[src/rtl/serial_subtractor.sv]
// Bit-serial N-bit subtractor: D = A - B, one bit per clock, LSB first.
// start/done handshake; D and Bout only change when a full result is ready.
module serial_subtractor #(
    parameter int unsigned N = 4
) (
    input  logic         clock,
    input  logic         reset_n,
    input  logic         start,
    input  logic [N-1:0] A,
    input  logic [N-1:0] B,
    output logic         busy,
    output logic         done,
    output logic [N-1:0] D,
    output logic         Bout
);

    localparam int unsigned CW = (N > 2) ? $clog2(N) : 1;

    typedef enum logic [1:0] {StIdle, StRun, StDone} state_t;

    state_t        state, state_next;
    logic [N-1:0]  sa, sb, res;
    logic          bor;
    logic [CW-1:0] count;

    logic          d_bit, bor_next, last_bit;

    assign d_bit    = sa[0] ^ sb[0] ^ bor;
    assign bor_next = (~sa[0] & sb[0]) | (~sa[0] & bor) | (sb[0] & bor);
    assign last_bit = (count == CW'(N - 1));

    always_ff @(posedge clock or negedge reset_n) begin
        if (!reset_n) begin
            state <= StIdle;
        end else begin
            state <= state_next;
        end
    end

    always_comb begin
        state_next = state;
        unique case (state)
            StIdle:  if (start) state_next = StRun;
            StRun:   if (last_bit) state_next = StDone;
            StDone:  state_next = StIdle;
            default: state_next = StIdle;
        endcase
    end

    always_comb begin
        busy = (state == StRun);
        done = (state == StDone);
    end

    always_ff @(posedge clock or negedge reset_n) begin
        if (!reset_n) begin
            sa    <= '0;
            sb    <= '0;
            res   <= '0;
            bor   <= 1'b0;
            count <= '0;
            D     <= '0;
            Bout  <= 1'b0;
        end else begin
            unique case (state)
                StIdle: begin
                    if (start) begin
                        sa    <= A;
                        sb    <= B;
                        res   <= '0;
                        bor   <= 1'b0;
                        count <= '0;
                    end
                end
                StRun: begin
                    sa    <= sa >> 1;
                    sb    <= sb >> 1;
                    res   <= {d_bit, res[N-1:1]};
                    bor   <= bor_next;
                    count <= count + 1'b1;
                    // Publish the whole result on the final bit, never a partial one.
                    if (last_bit) begin
                        D    <= {d_bit, res[N-1:1]};
                        Bout <= bor_next;
                    end
                end
                default: ;
            endcase
        end
    end

endmodule

[config.mk]
export PLATFORM = sky130hd
export DESIGN_NAME = serial_subtractor
export DESIGN_NICKNAME = d
export VERILOG_FILES = /design/src/rtl/serial_subtractor.sv
export SDC_FILE = /design/constraint.sdc
export NUM_CORES = 1
export LEC_CHECK = 0
export ABC_AREA = 1
export CORE_UTILIZATION = 25
export CTS_CLUSTER_DIAMETER = 40
export DETAILED_ROUTE_END_ITERATION = 10
export RECOVER_POWER = 100
export SETUP_SLACK_MARGIN = 0.1
export SLEW_MARGIN = 20
export SYNTH_ARGS = -nofsm -noshare
export SYNTH_HDL_FRONTEND = slang
export SYNTH_SLANG_ARGS = --single-unit
[constraint.sdc]
create_clock -name clock -period 3.1 [get_ports clock]
set_clock_uncertainty 0.2 [all_clocks]
set_input_delay 0.93 -clock clock [delete_from_list [all_inputs] [get_ports clock]]
set_output_delay 0.93 -clock clock [all_outputs]
set_load 0.005 [all_outputs]
# After elaboration in Yosys (flattened, before gate mapping)
# Cells that the tools add are included.
# totals
register_bits,22
latch_bits,0
mem_bits_rw,0
mem_bits_ro,0
out_inout_bits,7
wordCells,40
mem_count,0
# op_classes
n_addsub,1
multipliers,0
div,0
order_cmp,0
n_eq_ne,5
shift,0
muxes,13
bitwise_logic,8
n_reduce_logical,5
# op_table
operator,count
one-hot mux 4 bit (2 select lines),3
two-way mux 4 bit,3
one-hot mux 2 bit (2 select lines),2
two-way mux 2 bit,3
AND reduction 2 bit,3
"== test 2 bit, second input constant",2
bitwise AND 1 bit,3
"adder 2 x 1 -> 2 bit, second input constant",1
"== test 2 x 1 -> 1 bit, second input constant",1
logical NOT 2 bit,1
"inequality test 2 x 1 -> 1 bit, second input constant",1
"inequality test 2 bit, second input constant",1
OR 1 bit,2
one-hot mux 1 bit (2 select lines),1
nonzero test 2 bit,1
XOR 1 bit,2
two-way mux 1 bit,1
inverter 1 bit,1

# Depth between registers and ports, before layout
# Gate-level depths: netlist of the first run.
# depth
depth_word,5
depth_mapped,6
ltp_nobuf,6

# Worst setup path after synthesis of the first run
# No wires, ideal clock.
# synth_timing
path_kind,register to output
start,register state[0]
end,output done
t_arrival_ns,0.647
required_ns,1.970
slack_ns,1.323
path_stages_with_launch,3
path_buffers,1
cell_sequence,dfrtp_1 > buf_4 > nor2_1
# synth_via
elab_chain_len,1
# synth_lines
item,line_no,text
start: declaration,21,"state_t state, state_next;"
start signal: assignment,34,state <= StIdle;
start signal: assignment,36,state <= state_next;
== test 2 bit,52,done = (state == StDone);
end: declaration,12,"output logic done,"
# Every way passes these cells.

# Final worst setup path of the first run
# layout_timing
start,register state[1]
end,output busy
# layout_via
elab_chain_len,1
# layout_lines
item,line_no,text
== test 2 x 1 -> 1 bit,51,busy = (state == StRun);
end: declaration,11,"output logic busy,"
# Every way passes these cells.

==> results of run 1 <==
-- flip-flops by register name, indices dropped and copies added (netlist names) --
signal	count
Bout	1
bor	1
state	2
sb	4
res	3
count	2
D	4
sa	4
-- final cells by class --
cell class | instances | share of cell area, %
Clock buffer | 3 | 3.392
Clock inverter | 1 | 0.4111
Multi-Input combinational cell | 70 | 28.06
Timing Repair Buffer | 19 | 14.90
Sequential cell | 21 | 43.17
Tap cell | 48 | 4.933
Inverter | 16 | 5.139
-- power groups by stage --
stage	clock network (mW)	logic, mW	registers, mW
2_1_floorplan	0	0.385	0.459
3_3_place_gp	0	0.546	0.466
3_5_place_dp	0	0.556	0.469
4_1_cts	0.185	0.559	0.464
5_1_grt	0.196	0.569	0.477
6_report	0.177	0.483	0.461
-- worst max-delay path: stages, from the launching register on --
cell and delay (ns):
dfrtp_1 0.43, nor2_4 0.21, dlygate4sd3_1 0.60
-- cells in the final DEF, fill, tap and decap left out --
cell type / netlist / layout
nand2_1: 37 / 40
dfrtp_1: 21 / 21
inv_1: 14 / 15
nand3_1: 11 / 11
dlygate4sd3_1: 0 / 9
clkdlybuf4s50_1: 0 / 8
o21ai_0: 1 / 7
nor2_1: 3 / 3
clkbuf_8: 0 / 3
nor2_4: 1 / 1
inv_4: 1 / 1
o21ai_1: 3 / 1
nand2_4: 3 / 1
a21oi_2: 1 / 1
nand4_1: 1 / 1
o21ai_2: 4 / 1
o22ai_1: 1 / 1
fa_1: 1 / 1
ha_1: 1 / 1
clkinv_2: 0 / 1
buf_4: 1 / 1
clkbuf_1: 0 / 1
-- per-layer routing --
layer | vias up | share of wire, % | track usage, %
met5 | - | 0 | 0
met4 | 0 | 0.62 | 1.944
met3 | 2 | 5.6 | 3.697
met2 | 17 | 43 | 14.87
met1 | 332 | 50 | 13.38
li1 | 381 | - | -
-- cells by family after synthesis --
family	count (synthesis)
AND/OR/NAND/NOR	57
adder cells (fa/ha/maj)	2
flip-flops	21
AO/OA/AOI/OAI	11
buffers and inverters	17
-- worst max-delay path by stage --
stage | to | slack (ns) | cells past startpoint
after floorplan | done | 1.32 | 2
after global placement | busy | 0.79 | 2
after detailed placement | busy | 0.77 | 2
after CTS | busy | 0.48 | 2
after global routing | sa[0]$_DFFE_PN0P_ | 0.34 | 4
final | busy | 0.47 | 2
-- through the flow --
stage	hold slack [ns]	total power [mW]
after floorplan	0.2459	0.8445
after global placement	0.2611	1.012
after detailed placement	0.2644	1.025
after CTS	0.2859	1.208
after global routing	0.3125	1.242
final	0.2732	1.121
==> reports/results.txt, run 1 <==
The run finished with clean final reports. Launch point of the worst reg-to-reg path: state[0]$_DFFE_PN0P_. In this run the static leakage power is 0.6186 nW. The tools report the number of failing setup endpoints in the final timing report as 0. The number of cells traversed by the worst hold path was 2.

After routing the design area is 0.001217 sq mm. The tools report the multi-input combinational cell area as 341.6 sq um. Detailed placement finished with a half-perimeter wire length of 1.288 mm.

Max-cap violations in this run came to 0. Buffers inserted during clock tree synthesis total 3. Adding up every negative setup slack in the final design gives 0 ns. In this run the clock root is driven by a clkbuf_8. For the worst flop-to-flop path, the logic depth is 4. Summing the areas of all compound-gate instances in the mapped netlist gives 8.835% of the synthesized area. The gate count of the mapped netlist came out at 108. The tools report the share of the yosys chip area belonging to registers as 53.78%. The number of buffers inserted by port buffering was 17. Type of the worst setup path: reg2out. The first global-routing pass estimated 3.160 mm of wire.

The residual antenna-violating net count after detailed routing was 0; the highest attainable clock frequency was 380.3 MHz. Summed over all layers, the global routing overflow is 0. Timing analysis after detailed placement gives a worst setup slack of 0.7660 ns. The synthesized area was 977.2 sq um; the relative contribution of the clock network to total power was 15.8%. After the flow finishes, the layout carries non-filler instances totaling 178.

The tools report the post-synthesis net count as 121. Setup repair after global routing left no endpoint under its margin. The logs give 144 for the number of nets at the end of the flow and 174 for the cell count after placement.

In the routed layout, each cell is associated on average with a via count of 4.112. The worst setup path is launched from a register. After Yosys synthesis, XOR and XNOR cells account for 0% of the synthesized area. The number of DRC markers in iteration 0 was 47. The number of placed I/O pins is 18. For the number of max-slew violations in the final report, the log shows 0. For this configuration, the core starts out at a cell density of 26.30%. For the via count of the first global-routing pass, the log shows 706. Across all setup checks in the final design, the least slack found is 0.4702 ns. The startpoint of the most critical setup path is state[1]$_DFFE_PN0P_. Among all cell types in the netlist, the one instantiated most often is nand2_1. After clock tree synthesis, the setup repair step added 0 buffers.

VDD sags by at most 421.0 uV. Buffers inserted to repair hold after CTS numbered 0. The final number of hold-violating endpoints was 0; the initial antenna violation count was 0. The number of distinct library cell variants in the gate-level netlist after synthesis was 20. The run gives 1.29 ns as the worst-case register-to-register setup slack.

In this run the worst hold path is classified as reg2reg. The worst hold endpoint was D[2]$_DFFE_PN0P_. Once layout is complete, the utilization of the core stands at 32.76%.

The total inserted antenna cells was 0; the share of synthesized cell area in and, or, nand and nor gates was 26.89%. The worst pin sits at a relative slew slack of 25.01%. The tools report the origin of the worst min-delay path as D[2]$_DFFE_PN0P_.

In the final layout, the share of cells above drive strength 1 is 7.692%. The power density over the cells came out at 921.1 mW/mm^2. For this design the total switching power over the nets is 0.4303 mW. The total die area came out at 0.004163 sq mm. The number of rows in the core area came out at 22.

The critical path data required time is 1.97 ns. The most area-hungry cell type in the Yosys netlist was dfrtp_1. The top cell type by area accounts for 53.78% of the synthesized area.

The reg-to-reg critical path endpoint was sb[0]$_DFFE_PN0P_. In the final layout, flip-flops and latches occupy 525.5 sq um. By count the netlist is led by nand2_1 (37), dfrtp_1 (21), inv_1 (14). The share of synthesized area spent on multiplexers came out at 0%. The run gives 0 as the number of warnings reported in the yosys synthesis log. TritonCTS built the clock tree. The internal power of the cells totals 0.6911 mW. The floorplan die width came out at 64.52 um.

The routability-driven placement congestion ratio was 0.8278; the total vias in the final route was 732. Of the total power, registers draw 41.1%. After detailed routing, the total wire length is 1.769 mm. The vertical extent of the die came out at 64.52 um. The layout overhead on the synthesized area came out at 24.58%.

At the later pin of the worst-skew pair, clock insertion delay measures 0.26 ns. STA puts the critical path data arrival time at 1.50 ns. Of the total power, the share spent switching nets is 38.37%. In this run, synthesis produced a sequential element count of 21. Counting flops with a built-in enable in the synthesized netlist gives 0. The pre-antenna-repair detailed-routing pass consisted of 4 iterations. The worst setup path is captured at an output pin.

Detailed-route DRC error count: 0. The dominant combinational cell family by area after synthesis is simple AND/OR/NAND/NOR gates. After clock tree synthesis, the clock-pin slew on the worst setup and hold paths is 0.08 ns.

In the final routed layout, each cell accounts on average for 9.938 um. The H-tree depth reported by CTS is 1, and the ratio of final minimum period to clock period is 84.83%. By area the synthesized netlist is led by dfrtp_1 (54%), nand2_1 (14%), nand3_1 (5.6%), inv_1 (5.4%), o21ai_2 (3.6%).

Entering global routing, the biggest net connects 22 pins. For the pin with the worst max-slew slack, the measured transition is 1.125 ns. The number of cells upsized or downsized after cts was 0; the synthesized area per cell was 9.048 sq um. The placed instances occupy a cell area of 0.001215 sq mm. Combinational share of power: 43.1%. The total core area is 0.003716 sq mm, and the largest buffer count on any clock path is 2. Global routing consumed, over all layers together, 9.843% of the routing resources. Area share of fa/ha/maj cells after synthesis: 3.329%.

For the finished layout, the period the worst path requires is 2.630 ns. The most used flip-flop cell after synthesis is dfrtp_1. The fill cell instance count of the final layout came out at 410. Counting every sink on the clock net gives 21. Counting flops with an async set or reset pin after synthesis yields a share of 100.0%.

Along the worst path, the maximum fanout reaches 8.
Note: power is estimated with default switching activity, not from simulation.
==> inputs of run 2 (changes only) <==
==> constraint.sdc (replaced) <==
create_clock -name clock -period 2.3 [get_ports clock]
set_clock_uncertainty 0.2 [all_clocks]
set_input_delay 0.69 -clock clock [delete_from_list [all_inputs] [get_ports clock]]
set_output_delay 0.69 -clock clock [all_outputs]
set_load 0.005 [all_outputs]
==> reports/results.txt, run 2 (same netlist as run 1, synthesis figures left out) <==
The number of buffers created by CTS is 3 (unchanged), and the minimum period implied by the final worst setup slack is 2.108 ns. The clock-pin slew on the worst setup and hold paths came out at 0.08 ns (about the same). The number of rows in the core area is 22 (unchanged). Traced cell by cell, the critical path runs through dlygate4sd3_1. The number of nets at the end of the flow was 147 (+2.1%); the total die area was 0.004163 sq mm (unchanged). The run finished with clean final reports. The initial antenna violation count is 0 (unchanged), and the number of buffers inserted by port buffering is 17 (unchanged). Final total power: 1.567 mW (+40%). The maximum cell stage delay along the critical path is 0.57 ns (-0.03 ns). The largest fanout on the critical path was 2 (-6); the proportion of power drawn by flip-flops and latches was 40.2% (-0.9 points). Total vias in the final route: 758 (+3.6%).

The gate family responsible for the most delay along the worst path is buffers and inverters. The final setup TNS was 0 ns (unchanged); the worst path setup slack after routing was 0.1925 ns (-0.2778 ns). The minimum hold slack came out at 0.2761 ns (+0.002909 ns). Setup repair after global routing left no endpoint under its margin.

The tools report the routability-driven placement congestion ratio as 0.8080 (-2.4%). The path class of the lowest-slack min-delay path was reg2reg. Via count of the first global-routing pass: 767 (+8.6%). Switching power summed over all nets: 0.6083 mW (+41%).

The arrival time of data at the critical path endpoint was 1.22 ns (-0.28 ns); the total inserted antenna cells was 0 (unchanged). The routed length per placed instance was 10.36 um (+4.2%). The power density over the cells works out to 1255 mW/mm^2 (+36%). TritonCTS built the clock tree.

For the highest attainable clock frequency, the log shows 474.5 MHz. Floorplan die width: 64.52 um (unchanged). By startpoint and endpoint, the worst setup path is classified as reg2out.

The cell count after placement is 175 (+0.57%). The global-route total usage across every layer is 10.66% (+0.82 points), and the wire length of the first global-routing pass is 3.401 mm (+7.6%). The first-pass iteration count of the detailed router came out at 4 (unchanged). The largest individual stage delay along the critical path comes from the cell dlygate4sd3_1.

The tools report the clock sink total as 21 (unchanged). The number of DRC markers in iteration 0 is 30 (-36%), and the detailed placer's ending HPWL is 1.371 mm (+6.4%). The pin count of the biggest net entering global routing is 22 (unchanged).

The worst setup path is captured at an output pin. The layout overhead on the synthesized area works out to 27.79%. The largest buffer count on any clock path is 2 (unchanged). The run gives 0 (unchanged) as the number of max-slew violations in the final report. Category of the worst setup path launch point: a register. The library cell used most frequently in the layout, excluding fill and tap cells, is nand2_1. The instance area at placement came out at 0.001222 sq mm (+0.62%). The largest registers in the layout are D: 4 flops, sa: 4 flops, sb: 4 flops.

The proportion of layout cells with a drive suffix above 1 works out to 11.28% (+3.6 points). The tools report the final design instance area without fill as 0.001249 sq mm (+2.6%). The leakage power was 0.6346 nW (+2.6%). The count of buffering cells on the critical path with inverters included was 1 (unchanged). The utilization after layout came out at 33.60% (+0.84 points). Leaving out fill and tap cells, the most frequent cells in the layout are nand2_1 (40), dfrtp_1 (20), inv_1 (15).

The clock latency on the worst-skew pair was 0.26 ns (about the same). The logs give 1 (unchanged) for the H-tree depth reported by CTS and 0 (unchanged) for the detailed-route DRC error count. The number of failing setup endpoints in the final timing report is 0 (unchanged), and the tightest slew margin relative to the limit is 73.79% (+49 points). The logs give 0 (unchanged) for the number of max-cap violations and 0.9590 mW (+39%) for the total internal power. The run gives 181 (+1.7%) as the number of standard cells in the final layout excluding fillers. The tools report the effective utilization at floorplan as 26.30% (unchanged). The logs give 0 (unchanged) for the number of buffers inserted by hold repair at cts and 1.875 mm (+6.0%) for the routed wire length. The tools report the worst slack at placement as 0.1956 ns (-0.5704 ns). The residual antenna-violating net count after detailed routing was 0 (unchanged); the maximum vdd drop was 429.1 uV (+1.9%).

For the number of placed I/O pins, the log shows 18 (unchanged). Root buffer cell: clkbuf_8. The final critical path takes up 91.63% of the cycle. The vias per cell was 4.188 (+1.8%).

The slew at the pin with the worst max-slew slack came out at 0.3922 ns (-0.7326 ns). The final number of hold-violating endpoints is 0 (unchanged), and the total congestion overflow after global routing is 0 (unchanged). The relative contribution of the clock network to total power was 15.4% (-0.4 points). The combinational share of power was 44.4% (+1.3 points).

The vertical extent of the die works out to 64.52 um (unchanged). The critical path data required time is 1.41 ns (-0.56 ns). The switching part of the total came out at 38.81% (+0.44 points).

For the total core area, the log shows 0.003716 sq mm (unchanged).
[run 2: timing repair]
action | in CTS | in global routing
buffers inserted | 2 | 0
endpoints found under the setup margin | 2 | 0
resized for setup | 3 | 0
[run 2: power groups by stage]
| stage | clock network [mW] | logic, mW | registers (mW) |
|---|---|---|---|
| detailed placement | 0 | 0.758 | 0.648 |
| global route | 0.266 | 0.813 | 0.652 |
| finish | 0.242 | 0.696 | 0.630 |
| global placement | 0 | 0.740 | 0.638 |
| floorplan | 0 | 0.519 | 0.619 |
| CTS | 0.249 | 0.782 | 0.636 |
[run 2: area by class of cell]
type                       count  area (sq um)
sequential                    21         526.8
inverter                      16         61.31
fill                         410          2467
tap                           48         60.06
clock inverter                 1         5.005
clock buffer                   3         41.29
multi-input combinational     70         352.8
timing repair buffer          22         201.4
[run 2: final timing paths]
| kind | from | end | slack [ns] | cells past startpoint |
|---|---|---|---|---|
| setup / recovery | Bout$_DFFE_PN0P_ | Bout | 0.19 | 1 |
| hold / removal | D[2]$_DFFE_PN0P_ | D[2]$_DFFE_PN0P_ | 0.28 | 2 |
| setup reg to reg | state[1]$_DFFE_PN0P_ | sa[3]$_DFFE_PN0P_ | 0.64 | 5 |
| hold reg to reg | D[2]$_DFFE_PN0P_ | D[2]$_DFFE_PN0P_ | 0.28 | 2 |
| max in group asynchronous | reset_n | state[0]$_DFFE_PN0P_ | 1.02 | 2 |
| min in group asynchronous | reset_n | D[0]$_DFFE_PN0P_ | 0.64 | 2 |
[run 2: per-layer routing]
layer  vias up  share of wire [%]  track usage (%)
met2        20                 45            17.50
li1        386                  -                -
met3         2                4.6            4.225
met4         0               0.48            1.667
met1       350                 50            13.35
met5         -                  0                0
[run 2: worst reg2reg max path, delay by kind of cell, from the launching register on]
family                 cells  cell delay [ns]
AO/OA/AOI/OAI              1             0.25
AND/OR/NAND/NOR            2             0.37
flip-flops                 1             0.41
buffers and inverters      2             0.35
